File: config.mk
export PLATFORM = sky130hd
export DESIGN_NAME = ex_muldiv_unit
export DESIGN_NICKNAME = d
export VERILOG_FILES = /design/src/rtl/ex_muldiv_unit.sv
export SDC_FILE = /design/constraint.sdc
export NUM_CORES = 2
export LEC_CHECK = 0
export ABC_AREA = 1
export CAP_MARGIN = 20
export CORE_MARGIN = 2
export CORE_UTILIZATION = 27
export CTS_BUF_LIST = sky130_fd_sc_hd__clkbuf_8
export DETAILED_ROUTE_END_ITERATION = 8
export HOLD_SLACK_MARGIN = 0.12
export SYNTH_ARGS = -nofsm -noshare
export SYNTH_HDL_FRONTEND = slang
export SYNTH_SLANG_ARGS = --single-unit
export TNS_END_PERCENT = 50
File: constraint.sdc
create_clock -name clk_in -period 19.2 [get_ports clk_in]
set_clock_uncertainty 0.15 [all_clocks]
set_input_delay 1.92 -clock clk_in [delete_from_list [all_inputs] [get_ports clk_in]]
set_output_delay 1.92 -clock clk_in [all_outputs]
set_load 0.01 [all_outputs]
File: src/rtl/ex_muldiv_unit.sv
// RV32M execute-stage multiply/divide unit: single-cycle multiply, radix-2 restoring divide.
// Stalls the front of the pipeline through busy_out and returns result with rd on a done pulse.
module ex_muldiv_unit #(
    parameter int WIDTH = 32,
    parameter int INDEX = 5
) (
    input  logic             clk_in,
    input  logic             rst_in,
    input  logic             start_in,
    input  logic             flush_in,
    input  logic [2:0]       funct3_in,
    input  logic [INDEX-1:0] rd_in,
    input  logic [WIDTH-1:0] drs1_in,
    input  logic [WIDTH-1:0] drs2_in,
    output logic             busy_out,
    output logic             done_out,
    output logic [INDEX-1:0] rd_out,
    output logic [WIDTH-1:0] result_out
);

    localparam int CW = $clog2(WIDTH);
    localparam logic [WIDTH-1:0] MIN_INT = {1'b1, {(WIDTH-1){1'b0}}};

    typedef enum logic [1:0] {S_IDLE, S_MUL, S_DIV, S_DONE} state_t;

    state_t           state, state_next;
    logic [1:0]       funct3_q;
    logic [INDEX-1:0] rd_q;
    logic [WIDTH-1:0] op_a;      // multiplicand, or dividend magnitude shifting into quotient
    logic [WIDTH-1:0] op_b;      // multiplier, or divisor magnitude
    logic [WIDTH-1:0] rem;
    logic [CW-1:0]    counter;
    logic             neg_quo, neg_rem;

    // Decode of the op presented by ID/EX
    logic             accept, is_div, div_signed, div_zero, div_ovf, div_special;
    logic [WIDTH-1:0] special_result, mag_a, mag_b;

    assign accept      = start_in && !flush_in && (state == S_IDLE || state == S_DONE);
    assign is_div      = funct3_in[2];
    assign div_signed  = !funct3_in[0];
    assign div_zero    = (drs2_in == '0);
    assign div_ovf     = div_signed && (drs1_in == MIN_INT) && (drs2_in == '1);
    assign div_special = div_zero || div_ovf;
    assign mag_a       = (div_signed && drs1_in[WIDTH-1]) ? -drs1_in : drs1_in;
    assign mag_b       = (div_signed && drs2_in[WIDTH-1]) ? -drs2_in : drs2_in;

    always_comb begin
        if (div_zero) special_result = funct3_in[1] ? drs1_in : '1;
        else          special_result = funct3_in[1] ? '0 : MIN_INT;
    end

    // Multiplier: MULH and MULHSU treat rs1 as signed, only MULH treats rs2 as signed
    logic signed [WIDTH:0]     ext_a, ext_b;
    logic signed [2*WIDTH-1:0] prod;

    assign ext_a = {(funct3_q == 2'b01 || funct3_q == 2'b10) && op_a[WIDTH-1], op_a};
    assign ext_b = {(funct3_q == 2'b01) && op_b[WIDTH-1], op_b};
    assign prod  = ext_a * ext_b;

    // One restoring-division step
    logic [WIDTH:0]   shifted, diff;
    logic [WIDTH-1:0] rem_next, quo_next, quo_fix, rem_fix;

    assign shifted  = {rem, op_a[WIDTH-1]};
    assign diff     = shifted - {1'b0, op_b};
    assign rem_next = diff[WIDTH] ? shifted[WIDTH-1:0] : diff[WIDTH-1:0];
    assign quo_next = {op_a[WIDTH-2:0], ~diff[WIDTH]};
    assign quo_fix  = neg_quo ? -quo_next : quo_next;
    assign rem_fix  = neg_rem ? -rem_next : rem_next;

    assign busy_out = (state == S_MUL) || (state == S_DIV) || accept;
    assign done_out = (state == S_DONE);

    always_ff @(posedge clk_in or posedge rst_in) begin
        if (rst_in) state <= S_IDLE;
        else        state <= state_next;
    end

    always_comb begin
        state_next = state;
        case (state)
            S_IDLE, S_DONE: begin
                if (accept)                      state_next = !is_div ? S_MUL : (div_special ? S_DONE : S_DIV);
                else if (state == S_DONE)        state_next = S_IDLE;
            end
            S_MUL:                               state_next = S_DONE;
            S_DIV: if (counter == '0)            state_next = S_DONE;
            default:                             state_next = S_IDLE;
        endcase
        if (flush_in) state_next = S_IDLE;
    end

    always_ff @(posedge clk_in or posedge rst_in) begin
        if (rst_in) begin
            funct3_q   <= '0;
            rd_q       <= '0;
            op_a       <= '0;
            op_b       <= '0;
            rem        <= '0;
            counter    <= '0;
            neg_quo    <= 1'b0;
            neg_rem    <= 1'b0;
            rd_out     <= '0;
            result_out <= '0;
        end else if (flush_in) begin
            counter <= '0;
        end else if (accept) begin
            funct3_q <= funct3_in[1:0];
            rd_q     <= rd_in;
            rem      <= '0;
            counter  <= CW'(WIDTH - 1);
            neg_quo  <= div_signed && (drs1_in[WIDTH-1] ^ drs2_in[WIDTH-1]);
            neg_rem  <= div_signed && drs1_in[WIDTH-1];
            op_a     <= is_div ? mag_a : drs1_in;
            op_b     <= is_div ? mag_b : drs2_in;
            if (is_div && div_special) begin
                rd_out     <= rd_in;
                result_out <= special_result;
            end
        end else if (state == S_MUL) begin
            rd_out     <= rd_q;
            result_out <= (funct3_q == 2'b00) ? prod[WIDTH-1:0] : prod[2*WIDTH-1:WIDTH];
        end else if (state == S_DIV) begin
            op_a <= quo_next;
            rem  <= rem_next;
            if (counter == '0) begin
                rd_out     <= rd_q;
                result_out <= funct3_q[1] ? rem_fix : quo_fix;
            end else begin
                counter <= counter - 1'b1;
            end
        end
    end

endmodule

==> flow_metrics.py <==
metrics = {
    "floorplan": {
        "start_util_pct": 27.1,
        "core_area_mm2": 0.194,
        "die_w_um": 446,
        "num_rows": 162,
        "die_area_mm2": 0.199,
        "die_y_um": 446,
        "pin_count": 115,
    },
    "grt": {
        "grt_antenna_before_repair": 5,
        "grt_usage_pct": 19.3,
        "grt_pass1_wl_mm": 294,
        "grt_pass1_vias": 48200,
        "gr-total-overflow": 0,
        "grt_max_degree": 85,
    },
    "place": {
        "portBuffers": 114,
        "dp_hpwl_mm": 156,
        "place.gp.congestion": 0.976,
    },
    "setup_path": {
        "cp_common_cell": "fa_1",
        "cp.arrival_ps": 10060,
        "max_stage_delay_ps": 630,
        "critPathRequiredTime_ps": 19510,
        "cp_slowest_cell": "fa_1",
        "crit_path_end_kind": "register",
        "cp_max_fo": 30,
        "reg2reg_setup_slack_ps": 9450,
        "critPathLaunchType": "register",
        "critical_path_class": "register to register",
    },
    "synthesis": {
        "syn_area_mm2": 0.0527,
        "syn_area_per_cell_um2": 7.52,
        "synth_cell_types": 56,
        "synthTopCellsByArea": "fa_1 43%, inv_1 13%, nand2_1 13%",
        "synth_ff_type": "dfrtp_1",
        "ys_async_sr_fraction_pct": 100,
        "synth_warnings": 0,
        "synth_cells": 7014,
        "ys_ff_latch": 149,
        "synth.largest_area_cell": "fa_1",
        "synth_top_area_share_pct": 42.8,
        "yosysSeqAreaShare_pct": 7.07,
        "synth_edf_count": 0,
        "synth_nets": 8473,
    },
    "finish": {
        "drive_above_1_share_pct": 3.41,
        "fillers": 21000,
        "final_cell_mix": "1862 x inv_1, 1762 x nand2_1, 1126 x fa_1, 364 x nor2_1, 257 x ha_1",
        "area_growth_pct": 7.60,
        "layout.cells.most_common": "inv_1",
        "regArea_mm2": 0.00374,
        "final_nets": 8342,
        "multi_input_area_mm2": 0.0406,
    },
    "timing": {
        "final_hold_viol_count": 0,
        "rsz0062_at_grt": "no",
        "fin_setup_tns_ps": 0,
        "min_period_over_period_pct": 50.8,
        "setup_viol": 0,
        "min_period_ps": 9750,
        "worst_pin_slew_ps": 1110,
        "slew_headroom_pct": 26.2,
        "maxSlewViolCount": 0,
        "max_freq_ghz": 0.103,
    },
    "clock_tree": {
        "clkTransAtPathRegs_ps": 100,
        "post_cts_buffers": 0,
        "cts.path.max_buffers": 2,
        "root_buffer": "clkbuf_8",
        "cts_tree": "built",
        "cts_max_level": 4,
        "cts_made_buffers": 17,
        "clk_latency_ps": 540,
        "cts_hold_buf": 0,
        "cts.sinks": 149,
        "cts_resized": 0,
    },
    "drt": {
        "drtIter0Drc": 3611,
        "via_per_inst": 4.80,
        "routed_wl_mm": 190,
        "vias": 45300,
        "ant_nets": 0,
        "remaining_drc_errors": 0,
        "wl_per_cell_um": 20.1,
        "dr.pass1.iters": 6,
    },
    "flow_run": {
        "cap_violations": 0,
    },
    "run_status": {
        "status": "completed",
    },
    "hold_path": {
        "hp-class": "register to register",
    },
}
routing by layer:
layer  track usage, %  vias to the layer above  part of all wire, %
met5                0                        -                0.011
met4             7.02                        4                  4.1
met3             2.49                      335                  6.5
met2             32.3                     1706                   47
met1             25.5                    23100                   42
li1                 -                    20100                    -
synthesized netlist by cell type, drive strengths merged, types with 3 or more instances:
master,number
nand4,45
o221ai,25
inv,1872
a21oi,248
a31oi,44
xor2,45
nor4,12
a21o,12
and3,3
or2,9
nand3,209
a21boi,4
clkbuf,251
o31ai,5
nand3b,17
o21bai,7
o211ai,15
buf,94
nor3,51
ha,257
nor2,383
fa,1126
nand2,1813
o22ai,38
xnor2,39
o21ai,219
clkinv,4
o21a,6
dfrtp,149
worst max-delay path: cells and delay by family (launching register included):
family                   cells  cell delay (ps)
AND/OR/NAND/NOR              7              850
adder cells (fa/ha/maj)     10             5030
buffers and inverters        7             1610
XOR/XNOR                     1              150
AO/OA/AOI/OAI                7             1490
flip-flops                   1              390
cell type report:
class	count	share of cell area, %
inverter	1876	12.4
antenna	1	0.00441
timing repair buffer	195	3.08
sequential	149	6.59
clock inverter	14	0.269
tap	2542	5.61
clock buffer	18	0.437
multi-input combinational	4644	71.6
registers in the layout (all words and copies together) (netlist names), 2 cells and up:
| name | count |
|---|---|
| op_a | 32 |
| rem | 32 |
| rd_out | 5 |
| rd_q | 5 |
| op_b | 32 |
| result_out | 32 |
| state | 2 |
| funct3_q | 2 |
| counter | 5 |
logic make-up after synthesis:
group / Yosys count / share of synthesized area, %
xor+xnor: 84 / 1.40
flops: 149 / 7.07
fa+ha+maj: 1383 / 48.9
buf+inv: 2221 / 16.0
compound gates: 632 / 6.73
simple gates: 2545 / 20.0
path summary, 6_finish.rpt:
check	from	to	depth (start not counted)
setup reg to reg	funct3_q[1]$_DFFE_PP0P_	result_out[27]$_DFFE_PP0P_	32
min in group asynchronous	rst_in	rd_q[1]$_DFFE_PP0P_	2
setup / recovery	funct3_q[1]$_DFFE_PP0P_	result_out[27]$_DFFE_PP0P_	32
hold / removal	rd_q[1]$_DFFE_PP0P_	rd_q[1]$_DFFE_PP0P_	2
hold reg to reg	rd_q[1]$_DFFE_PP0P_	rd_q[1]$_DFFE_PP0P_	2
max in group asynchronous	rst_in	op_b[5]$_DFFE_PP0P_	3
metrics by stage:
stage | worst slack (ps) | instance area [um^2] | utilization, % | cells | hold slack [ps]
after floorplan | 10520 | 52700 | - | 7014 | 294
after global placement | 9600 | 56300 | 29.0 | 9406 | 308
after detailed placement | 9520 | 56300 | 29.0 | 9406 | 317
after CTS | 9470 | 56700 | 29.2 | 9438 | 342
after global routing | 8840 | 56700 | 29.2 | 9438 | 358
final | 9450 | 56700 | 29.2 | 9439 | 342
Power is left out: the tool's default activity adds up to more than one toggle a clock period on the data nets, which glitch-free logic cannot reach.
